`src/rtl/vector_cmd_pkg.sv`:
```
// Shared command codes, result encodings and FSM state type for vector_command_scheduler.
package vector_cmd_pkg;

  localparam logic [7:0] CMD_LOAD_A   = 8'h01;
  localparam logic [7:0] CMD_LOAD_B   = 8'h02;
  localparam logic [7:0] CMD_READ_A   = 8'h03;
  localparam logic [7:0] CMD_READ_B   = 8'h04;
  localparam logic [7:0] CMD_SUM      = 8'h05;
  localparam logic [7:0] CMD_AVG      = 8'h06;
  localparam logic [7:0] CMD_EUC_DIST = 8'h07;
  localparam logic [7:0] CMD_MAN_DIST = 8'h08;

  // result[3] strobe, result[2] vector(1)/scalar(0), result[1:0] op
  localparam int unsigned RES_STROBE   = 3;
  localparam logic [3:0]  RES_READ_A   = 4'b1100;
  localparam logic [3:0]  RES_READ_B   = 4'b1101;
  localparam logic [3:0]  RES_SUM      = 4'b1110;
  localparam logic [3:0]  RES_AVG      = 4'b1111;
  localparam logic [3:0]  RES_EUC_DIST = 4'b1000;
  localparam logic [3:0]  RES_MAN_DIST = 4'b1001;

  typedef enum logic [2:0] {
    IDLE,
    LOAD_A,
    LOAD_B,
    EXEC,
    WAIT_DONE
  } sched_state_t;

  // Maps an execute command byte to its result encoding; zero for anything else.
  function automatic logic [3:0] cmd_result(input logic [7:0] cmd);
    logic [3:0] res;
    res = '0;
    case (cmd)
      CMD_READ_A:   res = RES_READ_A;
      CMD_READ_B:   res = RES_READ_B;
      CMD_SUM:      res = RES_SUM;
      CMD_AVG:      res = RES_AVG;
      CMD_EUC_DIST: res = RES_EUC_DIST;
      CMD_MAN_DIST: res = RES_MAN_DIST;
      default:      res = '0;
    endcase
    return res;
  endfunction

endpackage

```
`src/rtl/cmd_watchdog.sv`:
```
// Load watchdog: counts idle cycles while not cleared and flags LIMIT-1 reached.
module cmd_watchdog #(
  parameter int unsigned LIMIT = 1000000
) (
  input  logic clk,
  input  logic reset,
  input  logic clear,
  output logic expired
);

  localparam int unsigned W = (LIMIT > 2) ? $clog2(LIMIT) : 1;

  logic [W-1:0] count;

  assign expired = (count == W'(LIMIT - 1));

  // Saturates at the terminal count so the flag stays up until cleared.
  always_ff @(posedge clk) begin
    if (reset || clear) begin
      count <= '0;
    end else if (!expired) begin
      count <= count + 1'b1;
    end
  end

endmodule

```
`src/rtl/vector_command_scheduler.sv`:
```
// UART command decoder and vector load sequencer for the vector processing block.
// Optional load watchdog enabled with `define CMD_TIMEOUT_EN.
module vector_command_scheduler
  import vector_cmd_pkg::*;
#(
  parameter int unsigned NBytes         = 1024,
  parameter int unsigned TIMEOUT_CYCLES = 1000000
) (
  input  logic       clk,
  input  logic       reset,
  input  logic [7:0] rx_data,
  input  logic       rx_ready,
  input  logic       done,
  output logic [3:0] result,
  output logic       bramA_we,
  output logic       bramB_we,
  output logic [9:0] write_addr,
  output logic [7:0] write_data,
  output logic       busy,
  output logic       load_done,
  output logic       cmd_error
);

  localparam logic [9:0] LAST_ADDR = 10'(NBytes - 1);

  if (NBytes < 2 || NBytes > 1024 || TIMEOUT_CYCLES < 2) begin : g_bad_param
    $error("vector_command_scheduler: parameter out of range");
  end

  sched_state_t state;
  logic [9:0]   byte_cnt;
  logic         wd_expired;
  logic         in_load;

  assign in_load = (state == LOAD_A) || (state == LOAD_B);

`ifdef CMD_TIMEOUT_EN
  // Held clear outside the load states, so it only ever times out a stalled load.
  cmd_watchdog #(
    .LIMIT(TIMEOUT_CYCLES)
  ) u_watchdog (
    .clk    (clk),
    .reset  (reset),
    .clear  (rx_ready || !in_load),
    .expired(wd_expired)
  );
`else
  assign wd_expired = 1'b0;
`endif

  always_ff @(posedge clk) begin
    if (reset) begin
      state      <= IDLE;
      byte_cnt   <= '0;
      result     <= '0;
      bramA_we   <= 1'b0;
      bramB_we   <= 1'b0;
      write_addr <= '0;
      write_data <= '0;
      busy       <= 1'b0;
      load_done  <= 1'b0;
      cmd_error  <= 1'b0;
    end else begin
      result    <= '0;
      bramA_we  <= 1'b0;
      bramB_we  <= 1'b0;
      load_done <= 1'b0;
      cmd_error <= 1'b0;

      case (state)
        IDLE: begin
          if (rx_ready) begin
            case (rx_data)
              CMD_LOAD_A: begin
                state    <= LOAD_A;
                byte_cnt <= '0;
                busy     <= 1'b1;
              end
              CMD_LOAD_B: begin
                state    <= LOAD_B;
                byte_cnt <= '0;
                busy     <= 1'b1;
              end
              CMD_READ_A, CMD_READ_B, CMD_SUM, CMD_AVG, CMD_EUC_DIST, CMD_MAN_DIST: begin
                result <= cmd_result(rx_data);
                state  <= EXEC;
                busy   <= 1'b1;
              end
              default: cmd_error <= 1'b1;
            endcase
          end
        end

        LOAD_A, LOAD_B: begin
          if (rx_ready) begin
            bramA_we   <= in_load && (state == LOAD_A);
            bramB_we   <= in_load && (state == LOAD_B);
            write_addr <= byte_cnt;
            write_data <= rx_data;
            if (byte_cnt == LAST_ADDR) begin
              load_done <= 1'b1;
              state     <= IDLE;
              busy      <= 1'b0;
              byte_cnt  <= '0;
            end else begin
              byte_cnt <= byte_cnt + 10'd1;
            end
          end else if (wd_expired) begin
            cmd_error <= 1'b1;
            state     <= IDLE;
            busy      <= 1'b0;
            byte_cnt  <= '0;
          end
        end

        EXEC: state <= WAIT_DONE;

        WAIT_DONE: begin
          if (done) begin
            state <= IDLE;
            busy  <= 1'b0;
          end
        end

        default: begin
          state <= IDLE;
          busy  <= 1'b0;
        end
      endcase
    end
  end

endmodule

```
`config.mk`:
```
export PLATFORM = sky130hd
export DESIGN_NAME = vector_command_scheduler
export DESIGN_NICKNAME = d
export VERILOG_FILES = /design/src/rtl/vector_cmd_pkg.sv /design/src/rtl/cmd_watchdog.sv /design/src/rtl/vector_command_scheduler.sv
export SDC_FILE = /design/constraint.sdc
export NUM_CORES = 1
export LEC_CHECK = 0
export ABC_AREA = 1
export CELL_PAD_IN_SITES_DETAIL_PLACEMENT = 0
export CELL_PAD_IN_SITES_GLOBAL_PLACEMENT = 1
export CORE_MARGIN = 1
export CORE_UTILIZATION = 39
export DETAILED_ROUTE_END_ITERATION = 8
export GPL_TIMING_DRIVEN = 1
export PLACE_DENSITY_LB_ADDON = 0.1
export SLEW_MARGIN = 20
export SYNTH_ARGS = -nofsm -noshare
export SYNTH_HDL_FRONTEND = slang
export SYNTH_SLANG_ARGS = --single-unit
```
`constraint.sdc`:
```
create_clock -name clk -period 4.12 [get_ports clk]
set_input_delay 0.412 -clock clk [delete_from_list [all_inputs] [get_ports clk]]
set_output_delay 0.412 -clock clk [all_outputs]
set_load 0.005 [all_outputs]
```
# Word-level counts from Yosys, hierarchy flattened

Cells that the tools add are included.

Register bits after elaboration: 40
Bits in latches: 0
RAM bits: 0
ROM bits: 0
Bits of input ports: 12
Output and inout bits: 27
Logic and storage cells: 72
Memories: 0

Add/sub/neg operators: 1
Multipliers: 0
Div/mod/pow operators: 0
$lt $le $gt $ge: 0
Equality and inequality tests: 20
Shift-type cells: 0
Mux-type cells: 20
Bitwise logic cells: 5
Reductions and logical operators: 16

Operator list:

| operator                                               | number |
|---|---|
| two-way mux 10 bit                                     | 4 |
| equality test 8 x 3 -> 1 bit (second input constant)   | 4 |
| case mux 4 bit (6 select lines)                        | 1 |
| case mux 10 bit (2 select lines)                       | 1 |
| equality test 8 x 2 -> 1 bit (second input constant)   | 2 |
| two-way mux 3 bit                                      | 4 |
| inequality test 2 bit (second input constant)          | 6 |
| case mux 3 bit (4 select lines)                        | 1 |
| adder 10 x 1 -> 10 bit (second input constant)         | 1 |
| equality test 10 bit (second input constant)           | 1 |
| case mux 3 bit (3 select lines)                        | 1 |
| equality test 8 x 1 -> 1 bit (second input constant)   | 1 |
| equality test 8 x 4 -> 1 bit (second input constant)   | 1 |
| OR reduction 8 bit                                     | 1 |
| two-way mux 1 bit                                      | 7 |
| equality test 3 x 2 -> 1 bit (second input constant)   | 2 |
| AND reduction 6 bit                                    | 1 |
| OR reduction 3 bit                                     | 2 |
| OR reduction 6 bit                                     | 1 |
| NOT 1 bit                                              | 5 |
| AND reduction 5 bit                                    | 1 |
| inequality test 4 x 1 -> 1 bit (second input constant) | 1 |
| case mux 1 bit (4 select lines)                        | 1 |
| AND reduction 4 bit                                    | 1 |
| other kinds (9)                                        | 11 |

# Logic depth before layout (Yosys ltp)

Gate-level depths: netlist of the first run.

Word-level depth: 5
Gate-level depth with buffers: 11
Mapped depth without buffers: 11

# Worst setup path before layout of the first run

OpenSTA, ideal clock, no wires.

Path kind: input to register
Start point: input rx_data[7]
End point: register byte_cnt[1]
Setup time: 0.116 ns
Data arrival time: 1.270 ns
Required time: 4.004 ns
Setup slack: 2.735 ns
Cell stages on the path: 10
Buffers on the path: 0
Path through: nor2_2 -> nand2_2 -> clkinv_2 -> nand2_2 -> nor2_4 -> nor2_4 -> nor2_8 -> nand2_1 -> nand2_2 -> nor2_1

Longest elaborated chain between the ends: 4
Elaborated cells between the ends (all ways): 5
Those cells by class: eq/ne: 3; reduce/logical: 2

RTL lines:

| what                                                                                | RTL line                        | source |
|---|---|---|
| from (decl)                                                                         | vector_command_scheduler.sv:11  | `input logic [7:0] rx_data,` |
| equality test 8 x 2 -> 1 bit / equality test 8 x 1 -> 1 bit (equally long branches) | vector_command_scheduler.sv:73  | `case (rx_data)` |
| OR reduction 2 bit (no line) *                                                      | -                               |  |
| inequality test 2 bit (no line) *                                                   | -                               |  |
| AND reduction 4 bit (no line) *                                                     | -                               |  |
| to (signal assigned)                                                                | vector_command_scheduler.sv:106 | `byte_cnt <= byte_cnt + 10'd1;` |
| to (decl)                                                                           | vector_command_scheduler.sv:31  | `logic [9:0] byte_cnt;` |

Every way passes the cells marked *; elsewhere a longest branch is shown, timed or not.
A chain may end at the register's enable or synchronous reset.

# Final worst setup path of the first run

Ends and elaborated chain as after synthesis.

==> results of run 1 <==
worst max-delay path, delay by kind of cell:
kind	cells	cell delay, ns
buf+inv	2	0.51
simple gates	9	0.99
cells by family (layout without fill, tap and decap cells):
family          count (synthesis)  count (layout)  share of synthesized area [%]
simple gates                  120             120                          31.88
fa+ha+maj                       1               1                         0.6626
xor+xnor                        2               2                         0.9279
compound gates                 52              52                          15.84
flops                          40              40                          42.41
buf+inv                        35              74                          8.283
how the worst min path moves through the flow:
stage / to / start
finish: busy / busy
CTS: busy / busy
detailed placement: busy / busy
global placement: byte_cnt[7] / byte_cnt[7]
global route: busy / busy
floorplan: write_addr[7] / byte_cnt[7]
routing by layer:
metal  track usage (%)  up-vias  routed length (um)
li1                  -      888                   -
met3             6.048        4                 241
met5                 0        -                   0
met4             7.190        0                  57
met2             25.61       51                1841
met1             26.43      755                2069
sequential cells by signal (all words and copies together), names as in the netlist:
| name | count |
|---|---|
| state | 3 |
| write_data | 8 |
| bramA_we | 1 |
| cmd_error | 1 |
| result | 4 |
| load_done | 1 |
| bramB_we | 1 |
| write_addr | 10 |
| busy | 1 |
| byte_cnt | 10 |
final cells by class:
class | instances | area (sq um)
Multi-Input combinational cell | 175 | 930.9
Fill cell | 471 | 2095
Inverter | 28 | 106.4
Tap cell | 52 | 65.06
Clock buffer | 7 | 96.34
Timing Repair Buffer | 38 | 380.4
Clock inverter | 1 | 30.03
Sequential cell | 40 | 800.8
report_power, final:
group / internal, mW / leakage, nW / switching (mW)
sequential: 0.434 / 0.324 / 0.0293
clock: 0.214 / 0.0645 / 0.135
combinational: 0.133 / 0.584 / 0.164
cells in the final DEF, fill, tap and decap left out:
master	n
sky130_fd_sc_hd__nand2_1	43
sky130_fd_sc_hd__dfxtp_1	40
sky130_fd_sc_hd__clkdlybuf4s50_1	38
sky130_fd_sc_hd__nor2_1	32
sky130_fd_sc_hd__a21oi_1	24
sky130_fd_sc_hd__o21ai_1	21
sky130_fd_sc_hd__inv_1	19
sky130_fd_sc_hd__nand3_1	11
sky130_fd_sc_hd__inv_2	8
sky130_fd_sc_hd__nor2_2	7
sky130_fd_sc_hd__clkbuf_8	7
sky130_fd_sc_hd__nand2_2	6
sky130_fd_sc_hd__nand4_1	6
sky130_fd_sc_hd__nor3_1	6
sky130_fd_sc_hd__nand3_2	3
sky130_fd_sc_hd__nor2_4	3
sky130_fd_sc_hd__nor2_8	2
sky130_fd_sc_hd__o21ai_0	2
sky130_fd_sc_hd__a21oi_2	1
sky130_fd_sc_hd__clkinv_2	1
sky130_fd_sc_hd__o21bai_4	1
sky130_fd_sc_hd__nand4_2	1
sky130_fd_sc_hd__a21oi_4	1
sky130_fd_sc_hd__o21bai_2	1
sky130_fd_sc_hd__xor2_1	1
sky130_fd_sc_hd__xnor2_1	1
sky130_fd_sc_hd__o21ai_2	1
sky130_fd_sc_hd__ha_1	1
sky130_fd_sc_hd__bufinv_16	1
per-stage QoR:
step | util, % | worst slack (ns)
after floorplan | - | 2.735
after global placement | 50.69 | 2.054
after detailed placement | 50.69 | 2.059
after CTS | 53.50 | 2.370
after global routing | 53.50 | 2.206
final | 53.50 | 2.375
==> impl_table.tex, run 1 <==
\begin{tabular}{lr}
\hline
Metric & Value \\
\hline
\multicolumn{2}{l}{\textbf{Status}} \\
Status & complete, no violations \\
\multicolumn{2}{l}{\textbf{Timing}} \\
Max-slew violation total from the final report & 0 \\
Worst hold slack after final layout & approximately 0.48 ns \\
Ratio of final minimum period to clock period & a little over two fifths \\
Number of endpoints with negative hold slack in the final report & 0 \\
Total negative slack for setup checks & 0 ns \\
Worst setup skew after layout & approximately 0.0085 ns \\
Max Freq & 0.5731 GHz \\
RSZ-0062 raised after global routing & false \\
Setup violations, final & 0 \\
Worst slew pin tran & 0.5836 ns \\
Relative slew margins & between 60 and 70\% \\
Final period demand of the worst path & 1.745 ns \\
\multicolumn{2}{l}{\textbf{Critical path}} \\
Worst setup path class & input pin to flop \\
Worst Setup End Kind & flop \\
Crit path largest cell delay & 0.43 ns \\
Reg-to-reg slack, setup & 2.52 ns \\
Start point of the critical path & rx\_data[7] \\
Reg-to-reg startpoint & state[0] \\
Reg-to-Reg End & write\_addr[9] \\
Worst setup path end & byte\_cnt[1] \\
Most used cell along the critical path & sky130\_fd\_sc\_hd\_\_nand2\_2 \\
Register-to-Register Path Depth & 7 \\
Largest fanout of any net on the critical path & 9 \\
Kind of start point of the critical path & input pin \\
Slowest cell on the critical path & sky130\_fd\_sc\_hd\_\_clkdlybuf4s50\_1 \\
Series of cell instances along the critical path & clkdlybuf4s50\_1 > nor2\_2 > nand2\_2 > clkinv\_2 > nand2\_2 > nor2\_4 > nor2\_4 > nor2\_8 > nand2\_1 > nand2\_2 > nor2\_1 \\
CP arrival & between 1.5 and 2 ns \\
Required time of the critical path & 4.30 ns \\
\multicolumn{2}{l}{\textbf{Yosys}} \\
Count of flip-flops with a built-in enable after synthesis & 0 \\
Gate count after technology mapping & 250 \\
Yosys warnings & 0 \\
FF+latch count, synth & 40 \\
Most common library cells after synthesis & 43 x sky130\_fd\_sc\_hd\_\_nand2\_1, 40 x sky130\_fd\_sc\_hd\_\_dfxtp\_1, 32 x sky130\_fd\_sc\_hd\_\_nor2\_1 \\
Synth area leaders & sky130\_fd\_sc\_hd\_\_dfxtp\_1 42\%, sky130\_fd\_sc\_hd\_\_nand2\_1 8.5\%, sky130\_fd\_sc\_hd\_\_a21oi\_1 6.4\% \\
Prevailing post-synth register cell & sky130\_fd\_sc\_hd\_\_dfxtp\_1 \\
Most common cell in the synthesized netlist & sky130\_fd\_sc\_hd\_\_nand2\_1 \\
Area share of the leading cell type in the synthesized netlist & 42.41\% \\
Proportion of register bits with asynchronous set or reset after synthesis & 0\% \\
Post-Synthesis Cell Area & 1888 sq um \\
Synth cell types & 30 \\
Number of nets in the synthesized netlist & between 200 and 300 \\
Post-synthesis cell type with the largest combined area & sky130\_fd\_sc\_hd\_\_dfxtp\_1 \\
Per-instance average area after synthesis & about 7.6 sq um \\
Proportion of synthesized chip area in sequential cells & 42.41\% \\
\multicolumn{2}{l}{\textbf{Placed design}} \\
Half-perimeter wire length after placement & 3135 um \\
Placer congestion estimate & 0.8469 \\
Placed cells & 333 \\
Post-placement cell area & 2283 sq um \\
Count of port buffers added during placement & 38 \\
\multicolumn{2}{l}{\textbf{Finish}} \\
Area of all placed cells without fillers & between 2000 and 2500 sq um \\
Ant diodes & 0 \\
Non-filler cells in the finished layout & approximately 340 \\
Synthesis-to-finish area growth & 27.63\% \\
Final layout net count & $\sim$300 \\
Fraction of layout cells with a size suffix above 1 & between 15 and 20\% \\
\multicolumn{2}{l}{\textbf{Run}} \\
Reported max-cap violation count & 0 \\
\multicolumn{2}{l}{\textbf{Clock network}} \\
Count of hold-fix buffers inserted at cts & 0 \\
CTS tree & done \\
Max Buffers Root-to-Sink & 2 \\
Number of sinks driven by the clock tree & 40 \\
Depth of the CTS H-tree & 2 \\
Clock-pin slew on the worst setup and hold paths & 0.08 ns \\
\# resized after CTS & 0 \\
Clock latency reported for the late side of the worst-skew pair & 0.29 ns \\
Setup Buffers After CTS & 0 \\
Root Driver & sky130\_fd\_sc\_hd\_\_clkbuf\_8 \\
TritonCTS Buffers & 5 \\
\multicolumn{2}{l}{\textbf{Hold path}} \\
Class of the tightest hold or removal check & flop to flop \\
Number of cells on the worst hold path & 2 \\
\multicolumn{2}{l}{\textbf{Route}} \\
Vias per inst & roughly 5.0 \\
Via Count & 1698 \\
Number of optimization iterations in the first detailed-route pass & 4 \\
Number of antenna-violating nets in the routed design & 0 \\
Initial DRC Count & 67 \\
DRC viols & 0 \\
Routed wire length per instance & 12.34 um \\
Final Routed Wirelength & 4209 um \\
\multicolumn{2}{l}{\textbf{Floorplan}} \\
Site Rows & 24 \\
Die Outline Area & between 5000 and 6000 sq um \\
Chip Height & between 70 and 80 um \\
Count of pins on the block boundary & 39 \\
Die span in x & 71.58 um \\
Placeable core region & 4504 sq um \\
Initial Util & 41.92\% \\
\multicolumn{2}{l}{\textbf{Power}} \\
PwrDens & roughly 460 nW/um\^{}2 \\
Largest voltage drop on the vdd net & 0.0002286 V \\
Total power & approximately 1.1 mW \\
Static power due to leakage & 0.9722 nW \\
\multicolumn{2}{l}{\textbf{Global route}} \\
Global-route wire length before repair & 7100 um \\
Vias in the first global route & 1477 \\
Maximum number of pins on one net before global-route repair & 32 \\
GRT Util Overall & 18.46\% \\
Antenna violations before repair & 0 \\
Overflow left after global routing & 0 \\
\hline
\end{tabular}
(Power assumes the default switching activity.)
==> run 2, diff against run 1 <==
Settings changed: CORE_UTILIZATION 39 to 33.
Clock period 4.12 ns to 1.6 ns, I/O delays scaled along.
==> run 2 against run 1 <==
  * Setup slack worse by 2.2 ns
  * Power rose to 2.9 times the previous value
  * Die area up 18%
  * Via count up 5.5%
  * Wire length up 12%
  * Critical endpoint is now write_data[2]
  * Cell count up 13%
  * Critical path type is now flop to flop
  * Clock power rose to 3.3 times the previous value
  * Sequential share of layout area down 3.2 points
  * Largest power group unchanged
  * Combinational power rose to 2.9 times the previous value
  * Global-route usage down 1.7 points
==> impl_table.tex, run 2 (synthesis gave the netlist of run 1 again) <==
\begin{tabular}{lr}
\hline
Metric & Value \\
\hline
\multicolumn{2}{l}{\textbf{Power}} \\
Total power & 3.220 mW \\
Share of power burned in the clock network & 35.8\% \\
Largest voltage drop on the vdd net & 0.0006472 V \\
Combinational Power Share & 27.1\% \\
Switching share of total power & 27.97\% \\
Static power due to leakage & approximately 1.1 nW \\
Power Internal & $\sim$2.3 mW \\
Sequential cell fraction of total power & 37.1\% \\
PwrDens & between 1000 and 1500 nW/um\^{}2 \\
Net switching component of the power & 900.6 uW \\
\multicolumn{2}{l}{\textbf{Route}} \\
Number of optimization iterations in the first detailed-route pass & 4 \\
Final Routed Wirelength & 4735 um \\
Number of antenna-violating nets in the routed design & 0 \\
Wire length on met3 & between 150 and 200 um \\
Routed wire length per instance & between 10 and 15 um \\
Initial DRC Count & 87 \\
DR top layer & met4 \\
Vias per inst & 4.664 \\
M1 wire length & 2405 um \\
DRC viols & 0 \\
Detail Route met2 WL & 2093 um \\
Via Count & 1791 \\
\multicolumn{2}{l}{\textbf{Floorplan}} \\
Count of pins on the block boundary & 39 \\
Site Rows & 27 \\
Initial Util & 34.29\% \\
Chip Height & just under 80 um \\
Die span in x & just under 80 um \\
Placeable core region & 5507 sq um \\
Die Outline Area & 6028 sq um \\
\multicolumn{2}{l}{\textbf{Timing}} \\
Final period demand of the worst path & 1.462 ns \\
Number of endpoints with negative hold slack in the final report & 0 \\
Worst setup skew after layout & roughly 0.0037 ns \\
Ratio of final minimum period to clock period & 91.38\% \\
Max Freq & 0.6839 GHz \\
Max-slew violation total from the final report & 0 \\
RSZ-0062 raised after global routing & false \\
Relative slew margins & about 57\% \\
Total negative slack for setup checks & 0 ns \\
Worst slew pin tran & 0.6383 ns \\
Setup violations, final & 0 \\
\multicolumn{2}{l}{\textbf{Critical path}} \\
Worst setup path class & flop to flop \\
Kind of start point of the critical path & flop \\
Register-to-Register Path Depth & 8 \\
Worst Setup End Kind & flop \\
Largest fanout of any net on the critical path & 6 \\
Reg-to-reg slack, setup & 0.14 ns \\
Reg-to-reg startpoint & state[1] \\
CP arrival & between 1.5 and 2 ns \\
Reg-to-Reg End & write\_data[2] \\
Required time of the critical path & 1.83 ns \\
\multicolumn{2}{l}{\textbf{Run}} \\
Reported max-cap violation count & 0 \\
\multicolumn{2}{l}{\textbf{Hold path}} \\
Hold worst-path end & busy \\
Number of cells on the worst hold path & 2 \\
Hold\_sp & busy \\
Class of the tightest hold or removal check & flop to flop \\
\multicolumn{2}{l}{\textbf{Clock network}} \\
Number of sinks driven by the clock tree & 40 \\
Depth of the CTS H-tree & 2 \\
Setup Buffers After CTS & 0 \\
CTS tree & done \\
TritonCTS Buffers & 5 \\
Clock-pin slew on the worst setup and hold paths & about 0.080 ns \\
Root Driver & sky130\_fd\_sc\_hd\_\_clkbuf\_8 \\
Max Buffers Root-to-Sink & 2 \\
Clock latency reported for the late side of the worst-skew pair & 0.29 ns \\
\multicolumn{2}{l}{\textbf{Finish}} \\
Synthesis-to-finish area growth & 41.55\% \\
Largest registers ranked by flip-flop count & byte\_cnt x10, write\_addr x10, write\_data x8 \\
Ant diodes & 0 \\
Finished Core Util & 48.53\% \\
Final layout net count & 324 \\
Most frequent cells in the layout & 43 x sky130\_fd\_sc\_hd\_\_nand2\_1, 38 x sky130\_fd\_sc\_hd\_\_dfxtp\_1, 38 x sky130\_fd\_sc\_hd\_\_clkdlybuf4s50\_1 \\
Non-filler cells in the finished layout & 384 \\
Fraction of layout cells with a size suffix above 1 & between 20\% and 30\% \\
Fill cell count & between 500 and 600 \\
Commonest non-fill, non-tap cell in the layout & sky130\_fd\_sc\_hd\_\_nand2\_1 \\
\multicolumn{2}{l}{\textbf{Global route}} \\
Vias in the first global route & around 1700 \\
Overflow left after global routing & 0 \\
Antenna violations before repair & 0 \\
Global-route wire length before repair & around 7900 um \\
GRT Util Overall & between 10\% and 20\% \\
Maximum number of pins on one net before global-route repair & 21 \\
\multicolumn{2}{l}{\textbf{Status}} \\
Status & complete, no violations \\
\multicolumn{2}{l}{\textbf{Placed design}} \\
Half-perimeter wire length after placement & 3527 um \\
Count of port buffers added during placement & 38 \\
Placed cells & between 300 and 400 \\
Placer congestion estimate & 0.8344 \\
\hline
\end{tabular}
-- run 2: changes by cell type in the layout (fill, tap and decap cells not counted), sizes merged --
cell    previous run  this run
buf                0        22
bufinv             1         3
clkbuf             7         5
nor2              44        45
-- run 2: power groups by stage --
stage / clock (mW) / combinational [mW] / sequential (mW)
floorplan: 0 / 0.474 / 1.22
detailed placement: 0 / 0.863 / 1.21
global placement: 0 / 0.865 / 1.21
finish: 1.15 / 0.874 / 1.19
global route: 1.24 / 0.969 / 1.21
CTS: 1.19 / 0.866 / 1.19
-- run 2: what timing repair did --
item | 4_1_cts | 5_1_grt
setup endpoints to repair | 0 | 7
hold buffers | 0 | 0
gates resized for setup | 0 | 4
-- run 2: final cells by class --
| class | count | area (sq um) | area share (%) |
|---|---|---|---|
| clock inverter | 3 | 90.09 | 3.371 |
| inverter | 28 | 106.4 | 3.979 |
| clock buffer | 5 | 68.82 | 2.575 |
| sequential | 40 | 803.3 | 30.06 |
| tap | 72 | 90.09 | 3.371 |
| timing repair buffer | 60 | 558.0 | 20.88 |
| multi-input combinational | 176 | 955.9 | 35.77 |
-- run 2: worst max-delay path by stage --
stage          cells after the start  slack (ns)        start             to
2_1_floorplan                      8        0.27  byte_cnt[0]       state[0]
3_3_place_gp                      11       -0.14   rx_data[7]    byte_cnt[1]
3_5_place_dp                      11       -0.17   rx_data[7]    byte_cnt[0]
4_1_cts                            8        0.10     state[1]  write_data[2]
5_1_grt                            9       0.003  byte_cnt[1]       state[1]
6_report                           8        0.14     state[1]  write_data[2]
-- run 2: layer usage --
layer / up-vias / GRT usage (%)
met4: 0 / 5.094
met1: 817 / 22.68
li1: 933 / -
met5: - / 0
met3: 5 / 3.059
met2: 36 / 26.81
-- run 2: critical path, stage by stage (launching register included) --
cell and delay, ns:
sky130_fd_sc_hd__dfxtp_1 0.37, sky130_fd_sc_hd__inv_2 0.10, sky130_fd_sc_hd__nand3_2 0.09, sky130_fd_sc_hd__nand2_2 0.15, sky130_fd_sc_hd__inv_2 0.13, sky130_fd_sc_hd__nor2_8 0.20
sky130_fd_sc_hd__buf_4 0.17, sky130_fd_sc_hd__o21ai_1 0.06, sky130_fd_sc_hd__a21oi_1 0.13
-- run 2: metrics by stage --
step	setup WS, ns	hold slack (ns)	cell area [sq um]
2_1_floorplan	0.2747	0.2949	1888
3_3_place_gp	-0.1369	0.4547	2486
3_5_place_dp	-0.1656	0.4606	2486
4_1_cts	0.1011	0.4736	2645
5_1_grt	0.003493	0.5039	2673
6_report	0.1379	0.4641	2673
==> run 3, diff against run 2 <==
Settings changed: RECOVER_POWER set to 50, SYNTH_HIERARCHICAL set to 1.
==> run 3 against run 2 <==
  * Clock-buffer cell count unchanged
  * Non-clock buffer count unchanged
  * First-iteration DRC count down 9.2%
==> impl_table.tex, run 3 <==
\begin{tabular}{lr}
\hline
Metric & Value \\
\hline
\multicolumn{2}{l}{\textbf{Finish}} \\
Non-filler cells in the finished layout & around 380 \\
Sequential cell area & 803.3 sq um \\
Synthesis-to-finish area growth & 41.29\% \\
Finished Core Util & around half \\
Fill cell count & 561 \\
Commonest non-fill, non-tap cell in the layout & sky130\_fd\_sc\_hd\_\_nand2\_1 \\
Total area of multi-input combinational cells & 950.9 sq um \\
Ant diodes & 0 \\
Most frequent cells in the layout & 43 x sky130\_fd\_sc\_hd\_\_nand2\_1, 38 x sky130\_fd\_sc\_hd\_\_dfxtp\_1, 32 x sky130\_fd\_sc\_hd\_\_nor2\_1 \\
Final layout net count & 324 \\
Largest registers ranked by flip-flop count & byte\_cnt x10, write\_addr x10, write\_data x8 \\
Fraction of layout cells with a size suffix above 1 & 21.79\% \\
\multicolumn{2}{l}{\textbf{Critical path}} \\
CP arrival & 1.68 ns \\
Reg-to-reg slack, setup & 0.15 ns \\
Most used cell along the critical path & sky130\_fd\_sc\_hd\_\_inv\_2 \\
Worst setup path class & flop to flop \\
Required time of the critical path & 1.83 ns \\
Slowest cell on the critical path & sky130\_fd\_sc\_hd\_\_dfxtp\_1 \\
Worst Setup End Kind & flop \\
Buf/Inv on CP & 3 \\
Largest fanout of any net on the critical path & 6 \\
Kind of start point of the critical path & flop \\
Kind of cell adding the most delay to the critical path & simple AND/OR/NAND/NOR gates \\
Series of cell instances along the critical path & inv\_2 > nand3\_2 > nand2\_2 > inv\_2 > nor2\_8 > buf\_4 > o21ai\_1 > a21oi\_1 \\
Crit path largest cell delay & $\sim$0.37 ns \\
\multicolumn{2}{l}{\textbf{Global route}} \\
Vias in the first global route & 1697 \\
Overflow left after global routing & 0 \\
Maximum number of pins on one net before global-route repair & 21 \\
Antenna violations before repair & 0 \\
Global-route wire length before repair & 7893 um \\
GRT Util Overall & 16.74\% \\
\multicolumn{2}{l}{\textbf{Yosys}} \\
Most common cell in the synthesized netlist & sky130\_fd\_sc\_hd\_\_nand2\_1 \\
Proportion of synthesized chip area in sequential cells & a little over two fifths \\
Area share of the leading cell type in the synthesized netlist & 42.41\% \\
Proportion of register bits with asynchronous set or reset after synthesis & 0\% \\
FF+latch count, synth & 40 \\
Count of flip-flops with a built-in enable after synthesis & 0 \\
Prevailing post-synth register cell & sky130\_fd\_sc\_hd\_\_dfxtp\_1 \\
Number of nets in the synthesized netlist & between 200 and 300 \\
Most common library cells after synthesis & 43 x sky130\_fd\_sc\_hd\_\_nand2\_1, 40 x sky130\_fd\_sc\_hd\_\_dfxtp\_1, 32 x sky130\_fd\_sc\_hd\_\_nor2\_1 \\
Yosys warnings & 6 \\
Synth cell types & 30 \\
Gate count after technology mapping & 250 \\
Post-Synthesis Cell Area & 1888 sq um \\
Post-synthesis cell type with the largest combined area & sky130\_fd\_sc\_hd\_\_dfxtp\_1 \\
Per-instance average area after synthesis & 7.552 sq um \\
Synth area leaders & sky130\_fd\_sc\_hd\_\_dfxtp\_1 42\%, sky130\_fd\_sc\_hd\_\_nand2\_1 8.5\%, sky130\_fd\_sc\_hd\_\_a21oi\_1 6.4\% \\
\multicolumn{2}{l}{\textbf{Timing}} \\
Worst setup skew after layout & between 0.003 and 0.004 ns \\
Worst slew pin tran & 0.6417 ns \\
RSZ-0062 raised after global routing & false \\
Setup slack after layout & $\sim$0.15 ns \\
Max Freq & 0.6897 GHz \\
Relative slew margins & 57.17\% \\
Max-slew violation total from the final report & 0 \\
Final period demand of the worst path & around 1.4 ns \\
Setup violations, final & 0 \\
Ratio of final minimum period to clock period & 90.62\% \\
Number of endpoints with negative hold slack in the final report & 0 \\
Worst hold slack after final layout & 0.4598 ns \\
\multicolumn{2}{l}{\textbf{Power}} \\
PwrDens & 1190 nW/um\^{}2 \\
Static power due to leakage & around 1.2 nW \\
Largest voltage drop on the vdd net & 0.0006423 V \\
Total power & 3.175 mW \\
\multicolumn{2}{l}{\textbf{Route}} \\
Vias per inst & between 4 and 5 \\
Number of optimization iterations in the first detailed-route pass & 4 \\
Via Count & 1791 \\
Number of antenna-violating nets in the routed design & 0 \\
Initial DRC Count & 79 \\
DRC viols & 0 \\
Final Routed Wirelength & 4727 um \\
Routed wire length per instance & 12.31 um \\
\multicolumn{2}{l}{\textbf{Placed design}} \\
Half-perimeter wire length after placement & 3527 um \\
Placed cells & approximately 380 \\
Placer congestion estimate & 0.8344 \\
Count of port buffers added during placement & 38 \\
DP Worst Slack & -0.1656 ns \\
\multicolumn{2}{l}{\textbf{Floorplan}} \\
Die span in x & 77.64 um \\
Site Rows & 27 \\
Chip Height & about 78 um \\
Count of pins on the block boundary & 39 \\
Placeable core region & between 5000 and 6000 sq um \\
Initial Util & 34.29\% \\
Die Outline Area & between 6000 and 7000 sq um \\
\multicolumn{2}{l}{\textbf{Clock network}} \\
Max Buffers Root-to-Sink & 2 \\
CTS tree & done \\
Number of sinks driven by the clock tree & 40 \\
Clock-pin slew on the worst setup and hold paths & approximately 0.080 ns \\
Root Driver & sky130\_fd\_sc\_hd\_\_clkbuf\_8 \\
Depth of the CTS H-tree & 2 \\
Clock latency reported for the late side of the worst-skew pair & 0.29 ns \\
TritonCTS Buffers & 5 \\
\multicolumn{2}{l}{\textbf{Status}} \\
Status & complete, no violations \\
\multicolumn{2}{l}{\textbf{Run}} \\
Reported max-cap violation count & 0 \\
\multicolumn{2}{l}{\textbf{Hold path}} \\
Class of the tightest hold or removal check & flop to flop \\
\hline
\end{tabular}
## run 3: logic make-up after synthesis
| kind of cell | synth area share, % |
|---|---|
| simple gates | 31.88 |
| compound gates | 15.84 |
| flops | 42.41 |
| buf+inv | 8.283 |
| xor+xnor | 0.9279 |
| fa+ha+maj | 0.6626 |
## run 3: power breakdown
group          internal, mW  total [mW]  switching, mW  leakage (nW)
sequential             1.12        1.19         0.0697         0.325
combinational         0.381       0.834          0.453         0.786
clock                 0.780        1.15          0.372        0.0784
total                  2.28        3.17          0.894          1.19
## run 3: stage by stage
stage               cell area, sq um  setup TNS [ns]
CTS                             2645               0
global route                    2668               0
finish                          2668               0
global placement                2486          -1.075
floorplan                       1888               0
detailed placement              2486          -1.425
## run 3: final timing paths
path,end,cells past startpoint,from
setup / recovery,write_data[2],8,state[1]
hold / removal,busy,2,busy
setup reg to reg,write_data[2],8,state[1]
hold reg to reg,busy,2,busy
## run 3: what timing repair did
item                                    4_1_cts  5_1_grt
hold buffers                                  0        0
endpoints found under the setup margin        0        7
setup buffers                                 0        0
gates resized for setup                       0        4
## run 3: metal layers
metal	up-vias	wire length (um)	track usage, %
met1	815	2401	22.68
met3	5	176	3.059
met2	36	2090	26.81
met5	-	0	0
met4	0	59	5.094
li1	935	-	-
## run 3: layout make-up
| type | count | area share [%] |
|---|---|---|
| repair buffers | 60 | 20.92 |
| clock buffers | 5 | 2.580 |
| inverters | 28 | 3.987 |
| clock inverters | 3 | 3.377 |
| multi-input cells | 176 | 35.65 |
| well taps | 72 | 3.377 |
| flip-flops and latches | 40 | 30.11 |
## run 3: worst min-delay path, delay by kind of cell, from the launching register on
family,cells,cell delay [ns]
simple gates,1,0.06
flops,1,0.31
compound gates,1,0.05
